===== config.mk =====
export PLATFORM = sky130hd
export DESIGN_NAME = fb_writer
export DESIGN_NICKNAME = d
export VERILOG_FILES = /design/src/rtl/fb_writer_pkg.sv /design/src/rtl/pixel_fifo.sv /design/src/rtl/fb_writer.sv
export SDC_FILE = /design/constraint.sdc
export NUM_CORES = 1
export LEC_CHECK = 0
export BUFFER_PORTS_ARGS = -buffer_cell sky130_fd_sc_hd__buf_2
export CAP_MARGIN = 25
export CORE_UTILIZATION = 60
export DETAILED_ROUTE_END_ITERATION = 7
export HOLD_SLACK_MARGIN = 0.05
export PLACE_DENSITY = 0.81
export SYNTH_ARGS = -nofsm -noshare
export SYNTH_HDL_FRONTEND = slang
export SYNTH_HIERARCHICAL = 1
export SYNTH_SLANG_ARGS = --single-unit

===== constraint.sdc =====
create_clock -name clk -period 6.2 [get_ports clk]
set_input_delay 0 -clock clk [delete_from_list [all_inputs] [get_ports clk]]
set_output_delay 0 -clock clk [all_outputs]
set_load 0.02 [all_outputs]

===== src/rtl/fb_writer_pkg.sv =====
// Shared constants and types for the framebuffer writer: pixel field widths,
// default screen geometry, write-FSM state encoding and an RGB packing helper.
package fb_writer_pkg;

    localparam int WIDTH_BITS      = 10;
    localparam int HEIGHT_BITS     = 9;
    localparam int CHANNEL_BITS    = 8;
    localparam int FB_ADDR_BITS    = 19;
    localparam int FB_SCREEN_WIDTH = 640;
    localparam int FB_SCREEN_HEIGHT = 480;
    localparam int FB_FIFO_DEPTH   = 16;

    typedef enum logic {
        ST_IDLE  = 1'b0,
        ST_WRITE = 1'b1
    } wr_state_t;

    // Framebuffer word layout: red in the MSBs, blue in the LSBs.
    function automatic logic [3*CHANNEL_BITS-1:0] pack_rgb(
        input logic [CHANNEL_BITS-1:0] r,
        input logic [CHANNEL_BITS-1:0] g,
        input logic [CHANNEL_BITS-1:0] b
    );
        return {r, g, b};
    endfunction

endpackage


===== src/rtl/pixel_fifo.sv =====
// Small synchronous FIFO for pending framebuffer writes. The head entry is
// read combinationally so the consumer can load it on the same edge it pops.
// A push while full is taken only when a pop happens on the same edge.
module pixel_fifo #(
    parameter int DEPTH = 16,
    parameter int WIDTH = 43,
    localparam int CNT_BITS = $clog2(DEPTH + 1),
    localparam int PTR_BITS = $clog2(DEPTH)
) (
    input  logic                clk,
    input  logic                n_rst,
    input  logic                flush,
    input  logic                push,
    input  logic                pop,
    input  logic [WIDTH-1:0]    wdata,
    output logic [WIDTH-1:0]    rdata,
    output logic                full,
    output logic                empty,
    output logic [CNT_BITS-1:0] count
);

    logic [WIDTH-1:0]    mem [DEPTH];
    logic [PTR_BITS-1:0] wr_ptr_reg;
    logic [PTR_BITS-1:0] rd_ptr_reg;
    logic [CNT_BITS-1:0] count_reg;
    logic                do_push;
    logic                do_pop;

    assign full  = (count_reg == CNT_BITS'(DEPTH));
    assign empty = (count_reg == '0);
    assign count = count_reg;
    assign rdata = mem[rd_ptr_reg];

    // Flush wins over both operations; a full FIFO accepts only alongside a pop.
    assign do_pop  = pop && !empty && !flush;
    assign do_push = push && (!full || do_pop) && !flush;

    // Storage array, no reset needed on the data itself.
    always_ff @(posedge clk) begin
        if (do_push) begin
            mem[wr_ptr_reg] <= wdata;
        end
    end

    // Pointers and occupancy; pointers wrap naturally since DEPTH is a power of two.
    always_ff @(posedge clk or negedge n_rst) begin
        if (!n_rst) begin
            wr_ptr_reg <= '0;
            rd_ptr_reg <= '0;
            count_reg  <= '0;
        end else if (flush) begin
            wr_ptr_reg <= '0;
            rd_ptr_reg <= '0;
            count_reg  <= '0;
        end else begin
            if (do_push) begin
                wr_ptr_reg <= wr_ptr_reg + PTR_BITS'(1);
            end
            if (do_pop) begin
                rd_ptr_reg <= rd_ptr_reg + PTR_BITS'(1);
            end
            if (do_push && !do_pop) begin
                count_reg <= count_reg + CNT_BITS'(1);
            end else if (do_pop && !do_push) begin
                count_reg <= count_reg - CNT_BITS'(1);
            end
        end
    end

endmodule


===== src/rtl/fb_writer.sv =====
// Framebuffer writer: takes the rasterizer pixel stream, discards off-screen
// pixels, converts the rest to linear addresses, queues them, and drains the
// queue to framebuffer SRAM with a hold-until-ack write handshake. The source
// cannot be stalled, so losses are reported on sticky flags.
module fb_writer
    import fb_writer_pkg::*;
#(
    parameter int DEPTH         = FB_FIFO_DEPTH,
    parameter int SCREEN_WIDTH  = FB_SCREEN_WIDTH,
    parameter int SCREEN_HEIGHT = FB_SCREEN_HEIGHT,
    parameter int ADDR_BITS     = FB_ADDR_BITS
) (
    input  logic                           clk,
    input  logic                           n_rst,
    input  logic                           data_avail_i,
    input  logic [WIDTH_BITS-1:0]          x_i,
    input  logic [HEIGHT_BITS-1:0]         y_i,
    input  logic [CHANNEL_BITS-1:0]        r_i,
    input  logic [CHANNEL_BITS-1:0]        g_i,
    input  logic [CHANNEL_BITS-1:0]        b_i,
    input  logic                           clear_i,
    output logic                           mem_we_o,
    output logic [ADDR_BITS-1:0]           mem_addr_o,
    output logic [3*CHANNEL_BITS-1:0]      mem_wdata_o,
    input  logic                           mem_ack_i,
    output logic [$clog2(DEPTH+1)-1:0]     fifo_count_o,
    output logic                           overflow_o,
    output logic                           oob_o,
    output logic                           idle_o
);

    localparam int DATA_BITS  = 3 * CHANNEL_BITS;
    localparam int ENTRY_BITS = ADDR_BITS + DATA_BITS;
    localparam int CNT_BITS   = $clog2(DEPTH + 1);

    logic                  in_bounds;
    logic [ADDR_BITS-1:0]  pix_addr;
    logic                  pix_valid;
    logic                  push;
    logic                  pop;
    logic                  fifo_full;
    logic                  fifo_empty;
    logic [ENTRY_BITS-1:0] fifo_wdata;
    logic [ENTRY_BITS-1:0] fifo_rdata;
    logic [CNT_BITS-1:0]   fifo_count;

    wr_state_t             state_reg;
    wr_state_t             state_next;
    logic [ADDR_BITS-1:0]  addr_reg;
    logic [DATA_BITS-1:0]  wdata_reg;
    logic                  overflow_reg;
    logic                  oob_reg;

    // A pixel arriving during a flush is ignored entirely.
    assign pix_valid  = data_avail_i && !clear_i;
    assign in_bounds  = (32'(x_i) < 32'(SCREEN_WIDTH)) && (32'(y_i) < 32'(SCREEN_HEIGHT));
    assign pix_addr   = ADDR_BITS'(y_i) * ADDR_BITS'(SCREEN_WIDTH) + ADDR_BITS'(x_i);
    assign fifo_wdata = {pix_addr, pack_rgb(r_i, g_i, b_i)};
    assign push       = pix_valid && in_bounds;

    pixel_fifo #(
        .DEPTH (DEPTH),
        .WIDTH (ENTRY_BITS)
    ) u_fifo (
        .clk   (clk),
        .n_rst (n_rst),
        .flush (clear_i),
        .push  (push),
        .pop   (pop),
        .wdata (fifo_wdata),
        .rdata (fifo_rdata),
        .full  (fifo_full),
        .empty (fifo_empty),
        .count (fifo_count)
    );

    // Write FSM state register.
    always_ff @(posedge clk or negedge n_rst) begin
        if (!n_rst) begin
            state_reg <= ST_IDLE;
        end else begin
            state_reg <= state_next;
        end
    end

    // Next state: leave IDLE when work is queued; leave WRITE on an ack with nothing to reload.
    always_comb begin
        state_next = state_reg;
        case (state_reg)
            ST_IDLE:  if (!fifo_empty && !clear_i) state_next = ST_WRITE;
            ST_WRITE: if (mem_ack_i && (fifo_empty || clear_i)) state_next = ST_IDLE;
            default:  state_next = ST_IDLE;
        endcase
    end

    // FSM outputs: write request and the pop that reloads the output registers.
    always_comb begin
        mem_we_o = 1'b0;
        pop      = 1'b0;
        case (state_reg)
            ST_IDLE: begin
                pop = !fifo_empty && !clear_i;
            end
            ST_WRITE: begin
                mem_we_o = 1'b1;
                pop      = mem_ack_i && !fifo_empty && !clear_i;
            end
            default: begin
                mem_we_o = 1'b0;
                pop      = 1'b0;
            end
        endcase
    end

    // Output registers hold the current request until the next pop replaces it.
    always_ff @(posedge clk or negedge n_rst) begin
        if (!n_rst) begin
            addr_reg  <= '0;
            wdata_reg <= '0;
        end else if (pop) begin
            {addr_reg, wdata_reg} <= fifo_rdata;
        end
    end

    // Sticky loss flags; a flush clears them and suppresses same-cycle setting.
    always_ff @(posedge clk or negedge n_rst) begin
        if (!n_rst) begin
            overflow_reg <= 1'b0;
            oob_reg      <= 1'b0;
        end else if (clear_i) begin
            overflow_reg <= 1'b0;
            oob_reg      <= 1'b0;
        end else begin
            if (push && fifo_full && !pop) begin
                overflow_reg <= 1'b1;
            end
            if (pix_valid && !in_bounds) begin
                oob_reg <= 1'b1;
            end
        end
    end

    assign mem_addr_o   = addr_reg;
    assign mem_wdata_o  = wdata_reg;
    assign fifo_count_o = fifo_count;
    assign overflow_o   = overflow_reg;
    assign oob_o        = oob_reg;
    assign idle_o       = (state_reg == ST_IDLE) && fifo_empty;

endmodule


==> results of run 1 <==
## layout make-up
cell class | instances | area (um2) | share of cell area [%]
Sequential cell | 747 | 22100 | 65.9
Multi-Input combinational cell | 764 | 6900 | 20.5
Clock buffer | 100 | 2030 | 6.05
Timing Repair Buffer | 175 | 1220 | 3.64
Tap cell | 615 | 769 | 2.29
Clock inverter | 32 | 463 | 1.38
Inverter | 12 | 45.0 | 0.134
Antenna cell | 2 | 5.00 | 0.0149
## per-stage QoR
stage,utilization [%],power (uW)
final,69.9,11600
after floorplan,-,6630
after detailed placement,63.7,7030
after global routing,69.9,11900
after CTS,69.8,11600
after global placement,63.7,6990
## per-layer routing
layer | vias to the layer above | track usage, % | share of wire, % | routed length [um]
met2 | 747 | 45.3 | 51 | 32900
met4 | 0 | 9.57 | 2.7 | 1770
met1 | 8078 | 35.3 | 39 | 25000
met5 | - | 0 | 0 | 0
li1 | 6770 | - | - | -
met3 | 139 | 3.77 | 7.6 | 4940
## cell families after synthesis
group / Yosys count / synth area share (%)
AOI/OAI and AO/OA: 204 / 5.15
DFF: 747 / 75.2
and+or+nand+nor: 245 / 3.60
muxes: 263 / 12.6
xor gates and xnor gates: 22 / 0.654
buffers and inverters: 97 / 1.47
adders and majority gates: 30 / 1.35
## worst min-delay path, cell delays in order
cell and delay (ps):
buf_2 110, o21ai_0 170, nand3_1 160, inv_1 70
a31oi_1 80, nor2_1 80
## report_power, final
part           switching (uW)  internal [uW]  leakage, uW
Clock                    1800           2800      0.00121
Sequential               90.6           5730      0.00693
Combinational             728            406      0.00304
Total                    2620           8940       0.0112
## timing repair
item                      CTS  global route
hold buffers               40             1
setup buffers               0             0
hold endpoints to repair  571            28
## worst paths after layout
kind | startpoint | end | slack (ps) | cells after the start
min reg2reg | mem_wdata_o[7] | mem_wdata_o[7] | 460 | 2
max in group asynchronous | n_rst | mem_wdata_o[17] | 5180 | 4
min in group asynchronous | n_rst | u_fifo/count[4] | 420 | 3
min | x_i[9] | overflow_o | 110 | 6
max reg2reg | u_fifo/count[1] | u_fifo/count[4] | 1990 | 15
max | u_fifo/count[1] | u_fifo/count[4] | 1990 | 15
## Yosys cell counts (all sizes together), types with 14 or more instances
| cell | n | share of area [%] |
|---|---|---|
| a221oi | 86 | 2.6 |
| buf | 45 | 0.81 |
| mux4 | 86 | 6.6 |
| a22oi | 43 | 1.1 |
| mux2i | 176 | 6.0 |
| dfrtp | 59 | 5.0 |
| clkbuf | 40 | 0.51 |
| and3 | 17 | 0.40 |
| edfxtp | 688 | 70 |
| xnor2 | 14 | 0.42 |
| ha | 27 | 1.1 |
| nand2 | 178 | 2.3 |
| o21ai | 52 | 0.88 |
| nor2 | 27 | 0.37 |
==> run_results.csv, run 1 <==
group,metric,value,unit
detailed_routing,drc,0,
detailed_routing,drt_iter0_drc,1814,
cts,cts-root-buf,"clkbuf_16",
synth,ys_warn_count,6,
global_routing,gr-usage-all-layers,26.6,%
detailed_routing,drtAntennaViolNets,0,
synth,syn-mean-instance-area,18.3,um2
cts,cts_buffers,72,
floorplan,rows,80,
setup_path,worst-setup-path-type,"register to register",
synth,async_flop_share,7.90,%
synth,synthFlopType,"edfxtp_1",
timing,max_freq,237,MHz
placement,post-place-ws,2010,ps
timing,slew_violations,0,
timing,fin_crit,4210,ps
timing,setup_violations,0,
setup_path,crit_buf_inv,3,
global_routing,grt_pass1_wl,97300,um
setup_path,slowest_delay,620,ps
run,cap_violations,0,
timing,slew-limit-headroom,27.3,%
detailed_routing,routed_via_density,6.43,
detailed_routing,firstDrtPassIters,5,
setup_path,cp-start-kind,"register",
synth,syn_inst,1608,
timing,finalCritPeriodShare,67.9,%
setup_path,crit_chain,"or4_4, nor2_1, nor2_1, nand2_2, inv_2, buf_4, o31ai_4, nor2_4, ha_1, inv_1, ha_1, a21o_1, a21oi_1, mux2i_1, mux2_2",
global_routing,first_global_vias,16400,
floorplan,ios,100,
finish,area_growth,14.1,%
synth,synth_area,29400,um2
floorplan,initial_core_util,61.3,%
cts,cts_tree,"yes",
finish,nFillCells,2880,
worst_hold_path,hold_class,"input pin to register",
placement,place_inst,2267,
setup_path,critical_path.top_delay_family,"simple AND/OR/NAND/NOR gates",
synth,yosysSeqAreaShare,75.2,%
power,p_leak,0.0112,uW
timing,worst_slew_pin_slew,1090,ps
detailed_routing,vias,15700,
setup_path,crit_path_max_fanout,48,
timing,holdWs,115,ps
finish,final_nets,1850,
cts,clk_latency,600,ps
detailed_routing,wl_per_cell,26.4,um
placement,dp_hpwl,31900,um
timing,grt_setup_unrepaired,"no",
global_routing,grt_max_degree,104,
global_routing,antenna_found_initial,1,
floorplan,die_h,224,um
finish,final_area,33600,um2
synth,synth-edff-count,688,
timing,timing.final.hold_violations,0,
floorplan,core,48000,um2
cts,cts.path.max_buffers,3,
outcome,status,"completed",
synth,synth_nets,1686,
global_routing,grt_overflow,0,
finish,final_cell_mix,"688 x edfxtp_1, 177 x nand2_1, 176 x mux2i_1, 98 x buf_2",
cts,path_clk_slew,60,ps
synth,synth_seq_cells,747,
synth,synth.distinct_cells,50,
setup_path,cp.required,6680,ps
timing,tns,0,ps
setup_path,critPathSlowestCell,"or4_4",
placement,place_congestion,0.738,
floorplan,die_x,224,um
cts,cts-resized-gates,0,
placement,port_buffers,99,
timing,fin_skew,18.5,ps
floorplan,dieArea,50000,um2
detailed_routing,wirelength,64600,um
finish,drive_above_1_share,19.6,%
timing,worst_slack,1990,ps
finish,regMostFlops,"u_fifo/mem",
power,powerDensity,344,nW/um2
cts,clock_sinks,747,
placement,place_area,30600,um2
setup_path,endpoint_kind,"register",
finish,largest_reg_flops,688,
setup_path,worstPathArrival,4700,ps
cts,cts_max_level,3,
finish,stdcell_count,2447,
finish,mostFrequentLayoutCell,"edfxtp_1",
power,vdd_drop_max,0.227,mV
No activity file was read; power rests on OpenSTA's default activity.
==> inputs of run 2 (changes only) <==
Settings changed: CORE_UTILIZATION 60 to 56, PLACE_DENSITY 0.81 to 0.8.
Clock period 6.2 ns to 3.4 ns, I/O delays scaled along.
==> run 2 against run 1 <==
Compared with the run above: core utilization is 4.2 points lower; combinational power is 88% higher; sequential power is 82% higher; non-clock buffer count is 23 higher.
==> run_results.csv, run 2 (synthesis gave the netlist of run 1 again) <==
group,metric,value,unit
cts,cts_max_level,3,
setup_path,r2r-start,"u_fifo/count[0]",
detailed_routing,firstDrtPassIters,5,
detailed_routing,top_layer,"met5",
timing,fin_crit,3240,ps
timing,slew-limit-headroom,27.1,%
cts,cts_buffers,72,
setup_path,rrSetupSlack,170,ps
setup_path,crit_chain,"dlygate4sd3_1, buf_2, nand4_1, dlygate4sd3_1, nand3_1, nor2_1, o31ai_4, nor2_4, ha_4, inv_4, fa_1, a21o_1, a21oi_2, mux2i_1, mux2_2",
power,p_leak,0.0113,uW
global_routing,grt_max_degree,79,
cts,cts_tree,"yes",
cts,cts-root-buf,"clkbuf_16",
timing,timing.final.hold_violations,0,
setup_path,worstPathArrival,3730,ps
floorplan,die_x,231,um
detailed_routing,wl_met3,5270,um
detailed_routing,wirelength,65500,um
timing,fin_skew,17.8,ps
detailed_routing,wl_met1,25200,um
timing,worst_slew_pin_slew,1090,ps
setup_path,endpoint_kind,"register",
setup_path,worst-setup-path-type,"input pin to register",
floorplan,die_h,231,um
floorplan,core,51600,um2
cts,path_clk_slew,60,ps
setup_path,endpoint,"u_fifo/count[4]",
detailed_routing,routed_via_density,6.28,
finish,mostFrequentLayoutCell,"edfxtp_1",
outcome,status,"completed",
finish,diodes,0,
global_routing,first_global_vias,16600,
power,vdd_drop_max,0.421,mV
cts,clk_latency,610,ps
setup_path,crit_path_max_fanout,17,
global_routing,antenna_found_initial,4,
timing,finalCritPeriodShare,95.3,%
finish,regMostFlops,"u_fifo/mem",
floorplan,rows,83,
finish,final_nets,1873,
detailed_routing,drc,0,
setup_path,cp.required,3890,ps
timing,holdWs,137,ps
finish,stdcell_count,2534,
detailed_routing,wl_per_cell,25.8,um
finish,largest_reg_flops,688,
setup_path,r2r_cells,14,
setup_path,critPathSlowestCell,"dlygate4sd3_1",
setup_path,crit_top_cell,"dlygate4sd3_1",
finish,drive_above_1_share,21.0,%
cts,cts.path.max_buffers,3,
timing,slew_violations,0,
detailed_routing,vias,15900,
global_routing,gr-usage-all-layers,25.3,%
floorplan,initial_core_util,57.0,%
floorplan,dieArea,53500,um2
global_routing,grt_overflow,0,
finish,final_cell_mix,"688 x edfxtp_1, 177 x nand2_1, 176 x mux2i_1, 98 x buf_2",
floorplan,ios,100,
setup_path,reg2reg_to,"u_fifo/count[4]",
timing,tns,0,ps
worst_hold_path,hold_class,"input pin to register",
placement,place_congestion,0.760,
run,cap_violations,0,
setup_path,cp-start-kind,"input pin",
placement,place_inst,2354,
global_routing,grt_pass1_wl,99900,um
placement,dp_hpwl,35700,um
detailed_routing,drtAntennaViolNets,0,
detailed_routing,drt_iter0_drc,1494,
finish,area_growth,15.2,%
cts,clock_sinks,747,
timing,max_freq,309,MHz
placement,port_buffers,99,
setup_path,cp-startpoint,"y_i[8]",
setup_path,slowest_delay,550,ps
power,powerDensity,607,nW/um2
detailed_routing,wl_met2,33200,um
timing,setup_violations,0,
==> run 2: per-layer routing <==
metal / up-vias / GRT usage [%]
met1: 8180 / 33.3
met3: 139 / 4.27
met2: 742 / 42.8
li1: 6838 / -
met4: 4 / 8.98
met5: - / 0
==> run 2: how the worst min path moves through the flow <==
stage	start	to	slack (ps)	cells after the start
after global routing	y_i[2]	u_fifo/mem[8][33]	120	4
after global placement	n_rst	u_fifo/count[0]	210	1
after CTS	n_rst	u_fifo/count[0]	90	2
final	y_i[2]	u_fifo/mem[8][33]	140	4
after floorplan	n_rst	mem_addr_o[0]	-300	0
after detailed placement	n_rst	oob_o	210	1
==> run 2: through the flow <==
stage | total power (uW) | cell area, um2 | setup slack (ps) | util (%)
6_report | 20600 | 33900 | 159 | 65.7
5_1_grt | 21300 | 33900 | -2.53 | 65.7
4_1_cts | 20700 | 33800 | 83.5 | 65.6
3_5_place_dp | 12900 | 31100 | 106 | 60.3
3_3_place_gp | 12800 | 31100 | 210 | 60.3
2_1_floorplan | 12100 | 29500 | -139 | -
==> run 2: area by class of cell <==
| type | instances | area, um2 |
|---|---|---|
| clock buffers | 101 | 1980 |
| repair buffers | 198 | 1610 |
| inverters | 12 | 52.6 |
| well taps | 680 | 851 |
| clock inverters | 32 | 345 |
| fillers | 3259 | 17700 |
| multi-input cells | 764 | 6940 |
| flip-flops and latches | 747 | 22100 |
==> run 2: worst max-delay path: cells and delay by family <==
kind,cells,cell delay (ps)
AO/OA/AOI/OAI,3,490
buffers and inverters,4,1280
adder cells (fa/ha/maj),2,620
multiplexers,2,540
AND/OR/NAND/NOR,4,790
==> run 2: power breakdown <==
part           internal [uW]  switching, uW  leakage [uW]
Combinational            787           1350       0.00321
Sequential             10500            169       0.00693
Clock                   4490           3350       0.00112
==> run 2: repair_timing <==
action,CTS,global route
resized for setup,0,0
hold buffers,39,2
endpoints found under the hold margin,587,13
buffers inserted,0,2
setup endpoints to repair,0,1
